--- src/rtl/lp_ctrl_pkg.sv ---
// Shared definitions for the low-power issue path.
// Holds the opcode map (shared with the control unit), the sequencer
// state type and small opcode classification helpers.
package lp_ctrl_pkg;

  localparam logic [3:0] OP_NOP    = 4'b0000;
  localparam logic [3:0] OP_ADD    = 4'b0001;
  localparam logic [3:0] OP_SUB    = 4'b0010;
  localparam logic [3:0] OP_AND    = 4'b0011;
  localparam logic [3:0] OP_OR     = 4'b0100;
  localparam logic [3:0] OP_XOR    = 4'b0101;
  localparam logic [3:0] OP_LOAD   = 4'b0110;
  localparam logic [3:0] OP_STORE  = 4'b0111;
  localparam logic [3:0] OP_BRANCH = 4'b1000;
  localparam logic [3:0] OP_JUMP   = 4'b1001;

  typedef enum logic [1:0] {
    RUN,
    MEM_WAIT,
    BR_WAIT,
    PENALTY
  } seq_state_t;

  // Multi-cycle memory operations that hold issue until mem_done.
  function automatic logic is_mem_op(input logic [3:0] op);
    return (op == OP_LOAD) || (op == OP_STORE);
  endfunction

  // Control-flow operations that may redirect fetch.
  function automatic logic is_ctrl_op(input logic [3:0] op);
    return (op == OP_BRANCH) || (op == OP_JUMP);
  endfunction

endpackage

--- src/rtl/lp_issue_fifo.sv ---
// Circular opcode buffer for the issue sequencer.
// Ports:
//   clk, rst     clock, asynchronous active-high reset
//   push, din    write din when not full
//   pop          drop the head entry when not empty
//   clear        empty the buffer; overrides push and pop in the same cycle
//   dout         head entry (valid when !empty)
//   full, empty  occupancy flags
module lp_issue_fifo #(
  parameter int DEPTH = 4
) (
  input  logic       clk,
  input  logic       rst,
  input  logic       push,
  input  logic       pop,
  input  logic       clear,
  input  logic [3:0] din,
  output logic [3:0] dout,
  output logic       full,
  output logic       empty
);

  localparam int AW = $clog2(DEPTH);

  logic [3:0]    mem [DEPTH];
  logic [AW-1:0] wr_ptr;
  logic [AW-1:0] rd_ptr;
  logic [AW:0]   count;
  logic          do_push;
  logic          do_pop;

  assign full    = (count == (AW+1)'(DEPTH));
  assign empty   = (count == '0);
  assign do_push = push && !full;
  assign do_pop  = pop && !empty;
  assign dout    = mem[rd_ptr];

  // Pointers wrap naturally because DEPTH is a power of two.
  always_ff @(posedge clk or posedge rst) begin
    if (rst) begin
      wr_ptr <= '0;
      rd_ptr <= '0;
      count  <= '0;
    end else if (clear) begin
      wr_ptr <= '0;
      rd_ptr <= '0;
      count  <= '0;
    end else begin
      if (do_push) wr_ptr <= wr_ptr + 1'b1;
      if (do_pop)  rd_ptr <= rd_ptr + 1'b1;
      case ({do_push, do_pop})
        2'b10:   count <= count + 1'b1;
        2'b01:   count <= count - 1'b1;
        default: count <= count;
      endcase
    end
  end

  always_ff @(posedge clk) begin
    if (do_push && !clear) mem[wr_ptr] <= din;
  end

endmodule

--- src/rtl/low_power_issue_sequencer.sv ---
// Issue sequencer between instruction fetch and the low-power control unit.
// Buffers fetched opcodes and issues at most one per cycle; stalls on memory
// ops and unresolved branches, flushes on taken branch or jump, drops NOPs
// silently and holds cu_opcode between issues.
// Ports:
//   clk, rst                 clock, asynchronous active-high reset
//   in_valid/in_opcode/in_ready  fetch handshake
//   cu_valid/cu_opcode       registered issue to the control unit
//   mem_done                 memory op completion pulse
//   br_resolved/br_taken     branch outcome pulse
//   flush                    one-cycle redirect pulse to fetch
//   busy                     not in RUN or buffer non-empty
//   mem_err                  sticky memory timeout flag
//   stall_cnt                saturating stall cycle count
module low_power_issue_sequencer
  import lp_ctrl_pkg::*;
#(
  parameter int DEPTH        = 4,
  parameter int BR_PENALTY   = 2,
  parameter int JUMP_PENALTY = 1,
  parameter int MEM_TIMEOUT  = 64
) (
  input  logic        clk,
  input  logic        rst,
  input  logic        in_valid,
  input  logic [3:0]  in_opcode,
  output logic        in_ready,
  output logic        cu_valid,
  output logic [3:0]  cu_opcode,
  input  logic        mem_done,
  input  logic        br_resolved,
  input  logic        br_taken,
  output logic        flush,
  output logic        busy,
  output logic        mem_err,
  output logic [15:0] stall_cnt
);

  localparam int PMAX = (BR_PENALTY > JUMP_PENALTY) ? BR_PENALTY : JUMP_PENALTY;
  localparam int PW   = (PMAX < 2) ? 1 : $clog2(PMAX + 1);
  localparam int TW   = (MEM_TIMEOUT < 2) ? 1 : $clog2(MEM_TIMEOUT);

  seq_state_t    state_q, state_d;
  logic [PW-1:0] pen_q, pen_d;
  logic [TW-1:0] tmo_q, tmo_d;
  logic          flush_d;
  logic          err_d;
  logic          issue_d;

  logic          fifo_push;
  logic          fifo_pop;
  logic          fifo_clear;
  logic [3:0]    fifo_dout;
  logic          fifo_full;
  logic          fifo_empty;

  assign in_ready  = !fifo_full && (state_q == RUN || state_q == MEM_WAIT);
  assign fifo_push = in_valid && in_ready;
  assign fifo_pop  = (state_q == RUN) && !fifo_empty;
  assign busy      = (state_q != RUN) || !fifo_empty;
  assign issue_d   = fifo_pop && (fifo_dout != OP_NOP);

  lp_issue_fifo #(.DEPTH(DEPTH)) u_fifo (
    .clk   (clk),
    .rst   (rst),
    .push  (fifo_push),
    .pop   (fifo_pop),
    .clear (fifo_clear),
    .din   (in_opcode),
    .dout  (fifo_dout),
    .full  (fifo_full),
    .empty (fifo_empty)
  );

  always_comb begin
    state_d    = state_q;
    pen_d      = pen_q;
    tmo_d      = tmo_q;
    flush_d    = 1'b0;
    err_d      = mem_err;
    fifo_clear = 1'b0;
    case (state_q)
      RUN: begin
        if (fifo_pop) begin
          if (is_mem_op(fifo_dout)) begin
            state_d = MEM_WAIT;
            tmo_d   = '0;
          end else if (is_ctrl_op(fifo_dout)) begin
            if (fifo_dout == OP_BRANCH) begin
              state_d = BR_WAIT;
            end else begin
              // Clear also swallows any opcode accepted in this same cycle.
              flush_d    = 1'b1;
              fifo_clear = 1'b1;
              pen_d      = PW'(JUMP_PENALTY);
              state_d    = (JUMP_PENALTY == 0) ? RUN : PENALTY;
            end
          end
        end
      end
      MEM_WAIT: begin
        // mem_done takes priority over the timeout on the same cycle.
        if (mem_done) begin
          state_d = RUN;
        end else if (tmo_q == TW'(MEM_TIMEOUT - 1)) begin
          err_d   = 1'b1;
          state_d = RUN;
        end else begin
          tmo_d = tmo_q + 1'b1;
        end
      end
      BR_WAIT: begin
        if (br_resolved) begin
          if (br_taken) begin
            flush_d    = 1'b1;
            fifo_clear = 1'b1;
            pen_d      = PW'(BR_PENALTY);
            state_d    = (BR_PENALTY == 0) ? RUN : PENALTY;
          end else begin
            state_d = RUN;
          end
        end
      end
      PENALTY: begin
        if (pen_q <= PW'(1)) begin
          pen_d   = '0;
          state_d = RUN;
        end else begin
          pen_d = pen_q - 1'b1;
        end
      end
      default: state_d = RUN;
    endcase
  end

  always_ff @(posedge clk or posedge rst) begin
    if (rst) begin
      state_q   <= RUN;
      pen_q     <= '0;
      tmo_q     <= '0;
      cu_valid  <= 1'b0;
      cu_opcode <= '0;
      flush     <= 1'b0;
      mem_err   <= 1'b0;
      stall_cnt <= '0;
    end else begin
      state_q  <= state_d;
      pen_q    <= pen_d;
      tmo_q    <= tmo_d;
      cu_valid <= issue_d;
      if (issue_d) cu_opcode <= fifo_dout;
      flush    <= flush_d;
      mem_err  <= err_d;
      if (state_q != RUN && stall_cnt != '1) stall_cnt <= stall_cnt + 16'd1;
    end
  end

endmodule

--- config.mk ---
export PLATFORM = sky130hd
export DESIGN_NAME = low_power_issue_sequencer
export DESIGN_NICKNAME = d
export VERILOG_FILES = /design/src/rtl/lp_ctrl_pkg.sv /design/src/rtl/lp_issue_fifo.sv /design/src/rtl/low_power_issue_sequencer.sv
export SDC_FILE = /design/constraint.sdc
export NUM_CORES = 1
export LEC_CHECK = 0
export BUFFER_PORTS_ARGS = -buffer_cell sky130_fd_sc_hd__buf_4
export CORE_MARGIN = 5
export CORE_UTILIZATION = 61
export CTS_CLUSTER_SIZE = 30
export DETAILED_ROUTE_END_ITERATION = 6
export GPL_ROUTABILITY_DRIVEN = 1
export GPL_TIMING_DRIVEN = 0
export PLACE_DENSITY = 0.84
export SLEW_MARGIN = 30
export SYNTH_ARGS = -nofsm -noshare
export SYNTH_HDL_FRONTEND = slang
export SYNTH_SLANG_ARGS = --single-unit
--- constraint.sdc ---
create_clock -name clk -period 5.2 [get_ports clk]
set_input_delay 0.52 -clock clk [delete_from_list [all_inputs] [get_ports clk]]
set_output_delay 0.52 -clock clk [all_outputs]
set_load 0.03 [all_outputs]
==> impl_metrics.ini <==
[run_status]
status = completed

[cts]
clk_pin_slew_worst_paths_ns = 0.10
clock_sinks = 56
cts_made_buffers = 5
postCtsSetupRepairBufs = 0
h-tree-depth = 2
cts-resized-gates = 0
tritoncts = built
clkLatencyLatePin_ns = 0.32
cts_max_path_buffers = 2
cts_hold_buf = 0
cts-root-buf = clkbuf_8

[synth]
synth_flop_cell = dfrtp_1
yosysWarnings = 0
synth.mux.area_fraction = 0.06008
yosysMostFrequentCell = dfrtp_1
yosysSeqAreaShare = 0.5601
syn_nets = 244
synth_top_family_by_area = simple AND/OR/NAND/NOR gates
synth_area_leaders = dfrtp_1 38%, edfxtp_1 18%, xor2_1 3.3%, xnor2_1 3.0%, ha_1 2.8%
synth_area_sq_um = 2645
synthArstFlopShare = 0.7143
synth_top_area_cell = dfrtp_1
syn_area_per_cell_sq_um = 11.65
synth-seq-cells = 56
synthSimpleGateAreaFrac = 0.1850
synth_edf_count = 16
synth_xor_xnor_area_share = 0.06291
synth_compound_area_frac = 0.07616
synth_top_area_frac = 0.3784
synth_cell_types = 46
syn_inst = 227
synth_adder_area_share = 0.03595
synth_common_cells = 40 x dfrtp_1, 20 x nand2_1, 18 x nor2_1, 16 x edfxtp_1, 13 x nand3_1

[place]
hpwl_microns = 3557
dp_cells = 314
gp_congestion = 0.8046
dpl-instance-area_sq_um = 2993
io_buffer_count = 34
dp_slack_ns = 2.818

[setup_path]
path_max_fanout = 9
r2r-end = u_fifo.mem[0][1]
slowest_stage = mux4_2
reg2reg_depth = 6
r2r-start = u_fifo.rd_ptr[0]
start_kind = flip-flop
cp_data_required_time_ns = 5.27
crit_path_end_kind = flip-flop
worst-setup-path-type = reg -> reg
rrSetupSlack_ns = 2.82
arrival_ns = 2.44
crit_chain = buf_6 -> mux4_2 -> or3b_4 -> o21ai_4 -> nor2b_2 -> and2_1
crit_path_max_incr_delay_ns = 0.56

[sta]
finClkSkew_ns = 0.003095
setup_viol = 0
maxSlewHeadroom = 0.4955
rsz0062_at_grt = no
hold_viol = 0
setup_ws_ns = 2.824
drv_slew = 0
max_freq_mhz = 420.9
tightest_slew_ns = 0.7469
final.setup.tns_ns = 0
min_period_over_period = 0.4570
timing.final.crit_period_ns = 2.376
hold_ws_ns = 0.1848

[floorplan]
coreArea_sq_um = 4294
start_util = 0.6160
rows = 24
die-height_microns = 75.85
die_area_sq_um = 5753
io_pins = 35
fp.dieW_microns = 75.85

[layout]
diodes = 0
syn2layout_area_growth_pct = 16.65
final_util = 0.7185
layout.nets = 286
layout-drive-gt1-share = 0.2000
fin_cells = 322
design_area_sq_um = 3085

[global_routing]
antenna_found_initial = 0
grt_first_pass_wirelength_microns = 7955
overflow = 0
first_global_vias = 1708
track_usage = 0.1852
grt_max_degree = 25

[drt]
wl_microns = 4817
wl_per_cell_microns = 14.96
vias = 1850
drt-initial-drc-count = 61
drt_first_pass_iters = 4
routed_via_density = 5.745
post-route-drc-count = 0
ant_nets = 0

[pwr]
power_mw = 1.752
p_per_area_nw_per_um2 = 567.8
ir_drop_mv = 0.2984
leakage_nw = 1.387

[job]
drv_cap = 0

[min_path]
hp-class = in -> async
[layout by cell type, fill, tap and decap left out, types with 2 or more instances in the layout]
master / synthesis / final
ha_1: 6 / 6
nand3_1: 13 / 13
nand3b_1: 2 / 2
nor2_1: 18 / 18
clkinvlp_4: 0 / 2
o221ai_1: 2 / 2
nor3b_1: 3 / 3
edfxtp_1: 16 / 16
mux4_1: 2 / 2
xnor2_1: 9 / 9
dfrtp_1: 40 / 40
and2_1: 5 / 5
o21ai_0: 7 / 7
clkbuf_1: 3 / 3
nand2b_1: 4 / 4
a21oi_1: 6 / 6
nand2_1: 20 / 20
xor2_1: 10 / 10
and4_1: 2 / 2
inv_1: 8 / 7
and3_1: 7 / 7
nor3_1: 8 / 8
mux4_2: 2 / 2
buf_4: 0 / 34
a31oi_1: 4 / 4
nand4_1: 4 / 4
clkbuf_8: 0 / 5
mux2i_1: 5 / 5
[layout make-up]
cell class	count	area (sq um)
Fill cell	311	1209
Multi-Input combinational cell	159	1111
Buffer	4	22.52
Clock buffer	5	68.82
Inverter	8	30.03
Timing Repair Buffer	35	282.8
Sequential cell	56	1481
Clock inverter	3	23.77
Tap cell	52	65.06
[state kept, by name, indices dropped and copies added, names as in the netlist]
signal	flops
pen_q	2
state_q	2
u_fifo.rd_ptr	2
flush	1
tmo_q	6
mem_err	1
u_fifo.count	3
stall_cnt	16
cu_valid	1
cu_opcode	4
u_fifo.mem	16
u_fifo.wr_ptr	2
[power breakdown]
part / switching (mW) / internal (mW)
Sequential: 0.119 / 0.592
Clock: 0.147 / 0.0957
Combinational: 0.458 / 0.341
[layer usage]
| metal | part of all wire | track usage | up-vias |
|---|---|---|---|
| li1 | - | - | 898 |
| met1 | 0.43 | 0.2306 | 903 |
| met2 | 0.51 | 0.3127 | 42 |
| met3 | 0.046 | 0.04354 | 7 |
| met4 | 0.017 | 0.06990 | 0 |
| met5 | 0 | 0 | - |
[how the worst max path moves through the flow]
stage                     startpoint          endpoint  slack (ns)  depth (start not counted)
finish              u_fifo.rd_ptr[0]  u_fifo.mem[0][1]        2.82                          6
global route         u_fifo.count[0]   u_fifo.count[2]        2.70                          7
CTS                 u_fifo.rd_ptr[0]  u_fifo.mem[0][1]        2.80                          6
detailed placement  u_fifo.rd_ptr[0]  u_fifo.mem[0][3]        2.82                          6
global placement    u_fifo.rd_ptr[0]  u_fifo.mem[0][1]        2.85                          6
floorplan           u_fifo.rd_ptr[0]  u_fifo.mem[0][0]        3.02                          6
[kinds of logic (layout without fill, tap and decap cells)]
group,count (synthesis),in the layout
buffers and inverters,12,55
and+or+nand+nor,94,94
DFF,56,56
muxes,10,10
adders and majority gates,7,7
AOI/OAI and AO/OA,29,29
xor gates and xnor gates,19,19
[worst max-delay path, delay by kind of cell, from the launching register on]
| kind | cells | cell delay [ns] |
|---|---|---|
| and+or+nand+nor | 3 | 0.78 |
| muxes | 1 | 0.56 |
| DFF | 1 | 0.36 |
| AOI/OAI and AO/OA | 1 | 0.29 |
| buffers and inverters | 1 | 0.13 |
(Power assumes the default switching activity.)
